`config.mk`:
```
export PLATFORM = sky130hd
export DESIGN_NAME = uart_rx_ascii
export DESIGN_NICKNAME = d
export VERILOG_FILES = /design/src/rtl/uart_pkg.sv /design/src/rtl/sync_2ff.sv /design/src/rtl/uart_rx_ascii.sv
export SDC_FILE = /design/constraint.sdc
export NUM_CORES = 1
export LEC_CHECK = 0
export CAP_MARGIN = 25
export CORE_ASPECT_RATIO = 0.75
export CORE_MARGIN = 4
export CORE_UTILIZATION = 40
export DETAILED_ROUTE_END_ITERATION = 10
export PLACE_DENSITY_LB_ADDON = 0.15
export SETUP_SLACK_MARGIN = 0.3
export SYNTH_ARGS = -nofsm -noshare
export SYNTH_HDL_FRONTEND = slang
export SYNTH_HIERARCHICAL = 1
export SYNTH_SLANG_ARGS = --single-unit
```
`constraint.sdc`:
```
create_clock -name clk -period 3.1 [get_ports clk]
set_input_delay 0.62 -clock clk [delete_from_list [all_inputs] [get_ports clk]]
set_output_delay 0.62 -clock clk [all_outputs]
set_load 0.05 [all_outputs]
```
`src/rtl/uart_pkg.sv`:
```
// Shared UART definitions: FSM states and frame format constants.
// Used by the receiver now and by the matching transmitter later.
package uart_pkg;

  typedef enum logic [2:0] {
    IDLE,
    START,
    DATA,
    STOP,
    WAIT_IDLE
  } uart_state_e;

  localparam int   DATA_BITS = 8;
  localparam logic START_BIT = 1'b0;
  localparam logic STOP_BIT  = 1'b1;

endpackage

```
`src/rtl/sync_2ff.sv`:
```
// Two-flop synchronizer for a single asynchronous input bit.
// The reset value is a parameter so that an idle-high line does not
// look like a falling edge when reset is released.
module sync_2ff #(
  parameter logic RST_VAL = 1'b1
) (
  input  logic clk,
  input  logic rst,
  input  logic d,
  output logic q
);

  logic [1:0] sync_q;
  logic [1:0] sync_d;

  // Shift the raw input one stage per clock.
  always_comb begin
    sync_d = {sync_q[0], d};
  end

  // Synchronizer flops, preset to the line's idle level.
  always_ff @(posedge clk or posedge rst) begin
    if (rst) begin
      sync_q <= {2{RST_VAL}};
    end else begin
      sync_q <= sync_d;
    end
  end

  // The second stage is the synchronized output.
  always_comb begin
    q = sync_q[1];
  end

endmodule

```
`src/rtl/uart_rx_ascii.sv`:
```
// 8N1 UART receiver producing the ascii_char / char_valid stream,
// including NUL delimiters, for the sequence-verification automaton.
// Bits are sampled mid-bit: half a bit after the start edge, then once
// per bit period. The FSM returns to IDLE at the stop-bit sample so a
// following frame with no idle gap is caught on its start edge.
module uart_rx_ascii
  import uart_pkg::*;
#(
  parameter int UART_RX_BAUD = 20,
  parameter int freq         = 200
) (
  input  logic       clk,
  input  logic       rst,
  input  logic       rx,
  output logic [7:0] ascii_char,
  output logic       char_valid,
  output logic       framing_error,
  output logic       busy
);

  localparam int CPB = freq / UART_RX_BAUD;
  localparam int H   = CPB / 2;
  localparam int CW  = $clog2(CPB);
  localparam int BW  = $clog2(DATA_BITS);

  localparam logic [CW-1:0] CNT_HALF_END = CW'(H - 1);
  localparam logic [CW-1:0] CNT_BIT_END  = CW'(CPB - 1);
  localparam logic [BW-1:0] LAST_BIT     = BW'(DATA_BITS - 1);

  if (CPB < 4) begin : g_cpb_check
    $error("uart_rx_ascii: freq/UART_RX_BAUD must be at least 4");
  end

  logic                 rx_s;
  uart_state_e          state_q, state_d;
  logic [CW-1:0]        cnt_q, cnt_d;
  logic [BW-1:0]        bit_q, bit_d;
  logic [DATA_BITS-1:0] shift_q, shift_d;
  logic [7:0]           char_q, char_d;
  logic                 valid_q, valid_d;
  logic                 ferr_q, ferr_d;
  logic                 counting;
  logic                 sample;

  sync_2ff #(
    .RST_VAL(1'b1)
  ) u_rx_sync (
    .clk(clk),
    .rst(rst),
    .d  (rx),
    .q  (rx_s)
  );

  // Sample point: half a bit into the start bit, a full bit afterwards.
  always_comb begin
    counting = (state_q == START) || (state_q == DATA) || (state_q == STOP);
    if (state_q == START) begin
      sample = (cnt_q == CNT_HALF_END);
    end else begin
      sample = counting && (cnt_q == CNT_BIT_END);
    end
  end

  // State register.
  always_ff @(posedge clk or posedge rst) begin
    if (rst) begin
      state_q <= IDLE;
    end else begin
      state_q <= state_d;
    end
  end

  // Next-state logic.
  always_comb begin
    state_d = state_q;
    case (state_q)
      IDLE:      if (rx_s == START_BIT) state_d = START;
      START:     if (sample) state_d = (rx_s == START_BIT) ? DATA : IDLE;
      DATA:      if (sample && (bit_q == LAST_BIT)) state_d = STOP;
      STOP:      if (sample) state_d = (rx_s == STOP_BIT) ? IDLE : WAIT_IDLE;
      WAIT_IDLE: if (rx_s == STOP_BIT) state_d = IDLE;
      default:   state_d = IDLE;
    endcase
  end

  // Baud counter, bit counter, shift register and result/strobe updates.
  always_comb begin
    cnt_d   = (!counting || sample) ? '0 : cnt_q + CW'(1);
    bit_d   = bit_q;
    shift_d = shift_q;
    char_d  = char_q;
    valid_d = 1'b0;
    ferr_d  = 1'b0;
    if (state_q != DATA) begin
      bit_d = '0;
    end
    if ((state_q == DATA) && sample) begin
      shift_d = {rx_s, shift_q[DATA_BITS-1:1]};
      bit_d   = (bit_q == LAST_BIT) ? '0 : bit_q + BW'(1);
    end
    if ((state_q == STOP) && sample) begin
      if (rx_s == STOP_BIT) begin
        char_d  = shift_q;
        valid_d = 1'b1;
      end else begin
        ferr_d = 1'b1;
      end
    end
  end

  // Datapath and strobe registers; reset drops any frame in progress.
  always_ff @(posedge clk or posedge rst) begin
    if (rst) begin
      cnt_q   <= '0;
      bit_q   <= '0;
      shift_q <= '0;
      char_q  <= 8'h00;
      valid_q <= 1'b0;
      ferr_q  <= 1'b0;
    end else begin
      cnt_q   <= cnt_d;
      bit_q   <= bit_d;
      shift_q <= shift_d;
      char_q  <= char_d;
      valid_q <= valid_d;
      ferr_q  <= ferr_d;
    end
  end

  // Outputs: busy whenever a frame is being tracked.
  always_comb begin
    busy          = (state_q != IDLE);
    ascii_char    = char_q;
    char_valid    = valid_q;
    framing_error = ferr_q;
  end

endmodule

```
==> run summary <==
Max Clk Rate = 0.398 GHz
Fin. Hold Viols = 0
Post-synth ARST share = 100%
Ys Warns = 6
Max-cap violations = 0
crit path max fanout = 13
top cell type's share of synthesized area = 52.4%
DP HPWL = 1.52 mm
Starting DRT DRC Count = 16
Setup TNS = 0 ns
nets = 127
port buffer count = 13
static leakage = 0.782 nW
Worst Path Arrival = 1.89 ns
Final Slew Violations = 0
area delta synth->final = 19.4%
Synth Area per Inst = 13.2 µm²
vias in the first global route = 839
final antenna-violating net count = 0
most instantiated library cell after synthesis = dfrtp_1
Area contributors post-synth = dfrtp_1 (52%), mux2_1 (6.7%), mux2_2 (6.7%), ha_1 (4.7%), dfstp_2 (3.9%)
largest net degree at the start of global routing = 21
total global routing overflow = 0
required time of the worst setup path = 2.48 ns
GRT Util Overall = 11.9%
Max Buffers Root-to-Sink = 2
Post-DP Area = 1510 µm²
startpoint types = register
# clock sinks = 30
CP Capture Type = output port
post-synth top area cell = dfrtp_1
FP Rows = 17
Initial Util = 43.7%
sequential area share after synthesis = 56.3%
DR pass1 iterations = 3
first-pass GRT wire length = 3.77 mm
final period utilization = 81.1%
measured slew at the worst slew-check pin = 0.505 ns
Via density = 4.90
post-route cell area = 1600 µm²
PnR Total Power = 1.11 mW
hold_buf cts = 0
Max transition margin = 66.2%
status = completed
RSZ-0062 raised after global routing = false
ant diodes = 0
via count = 774
Synth Instances = 101
initial antenna violation count = 0
Post-CTS Setup Bufs = 0
Reg clk slew, reported paths = 0.06 ns
Synth top cells by count = dfrtp_1 (28), mux2_1 (8), mux2_2 (8), nand2_1 (8)
fin util = 52.1%
chip width = 74.8 µm
Cell Pwr Density = 697 nW/µm²
Die Ht = 58.1 µm
Root Buffer = clkbuf_8
maximum vdd drop = 0.389 mV
core area = 3060 µm²
Netlist Area Pre-Place = 1340 µm²
cts bufs inserted = 5
final setup violation count = 0
drc violations = 0
Clk Latency, worst-skew pair = 0.27 ns
RePlAce Congestion = 0.796
wire per inst = 13.3 µm
IO Pins = 14
full die area = 4340 µm²
Post-synth EDFFs = 0
Synth cell types = 32
CTS resizes = 0
DP Cell Count = 150
layout cells sized above 1 = 20.8%
fin cells = 158
worst clock skew = 0.00283 ns
Main synth FF type = dfrtp_1
kind of critical path = register to output port
drt total wl = 2.10 mm
Worst Hold Class = register to register
htree depth = 2
CTS tree = done
#FFs+latches synth = 30
minimum clock period = 2.51 ns
Mapped Nets = 109
[power by group]
group	switching [mW]	internal, mW	leakage, nW
registers	0.0713	0.446	0.401
clock network	0.133	0.179	0.0482
logic	0.148	0.136	0.332
[per-layer routing]
layer	global-route usage, %	wire length, µm	vias up	share of wire (%)
met2	16.6	857	13	41
li1	-	-	385	-
met1	16.0	1130	372	54
met5	0	0	-	0
met3	4.85	88	4	4.2
met4	5.33	30	0	1.4
[per-stage QoR]
step	setup slack (ns)	hold WS [ns]
3_5_place_dp	0.896	0.348
3_3_place_gp	0.898	0.346
4_1_cts	0.579	0.357
2_1_floorplan	1.36	0.345
5_1_grt	0.523	0.359
6_report	0.587	0.355
[state kept, by name, indices dropped and copies added, names as in the netlist]
register	cells
ascii_char	8
shift_q	8
cnt_q	4
bit_q	3
state_q	3
u_rx_sync/sync_q	2
char_valid	1
framing_error	1
[cell usage in the layout, fill, tap and decap left out, drive strengths merged, types with 2 or more instances in the layout]
cell / Yosys / routed
nor2: 4 / 4
nand3b: 3 / 3
or2: 2 / 2
nor2b: 2 / 2
nand2: 8 / 8
dfrtp: 28 / 28
a21oi: 2 / 2
clkdlybuf4s50: 0 / 13
clkbuf: 0 / 7
nor3b: 3 / 3
nor3: 3 / 3
mux2: 16 / 16
mux2i: 3 / 3
inv: 5 / 5
ha: 5 / 5
dfstp: 2 / 2
[worst max-delay path, cell delays in order (launching register included)]
cell             delay, ns
dfrtp_1               0.51
or3_1                 0.40
clkdlybuf4s50_1       0.71
[cells by family after synthesis]
kind of cell | count (synthesis) | share of synthesized area, %
compound gates | 6 | 3.84
xor+xnor | 2 | 1.31
fa+ha+maj | 5 | 4.68
buf+inv | 8 | 2.71
flops | 30 | 56.3
mux | 19 | 15.7
simple gates | 31 | 15.4
[layout make-up]
| type | instances | area, µm² |
|---|---|---|
| clock buffer | 7 | 86.3 |
| clock inverter | 1 | 5.00 |
| fill | 271 | 1470 |
| inverter | 5 | 18.8 |
| multi-input combinational | 63 | 548 |
| sequential | 30 | 753 |
| tap | 38 | 47.5 |
| timing repair buffer | 14 | 138 |
[worst paths after layout]
kind,slack (ns),end,depth (start not counted),start
min in group asynchronous,0.63,framing_error,2,rst
max in group asynchronous,1.89,ascii_char[2],3,rst
hold / removal,0.36,u_rx_sync/sync_q[1],0,u_rx_sync/sync_q[0]
hold reg to reg,0.36,u_rx_sync/sync_q[1],0,u_rx_sync/sync_q[0]
setup reg to reg,1.26,shift_q[1],3,state_q[1]
setup / recovery,0.59,busy,2,state_q[1]
Note: power is estimated with default switching activity, not from simulation.
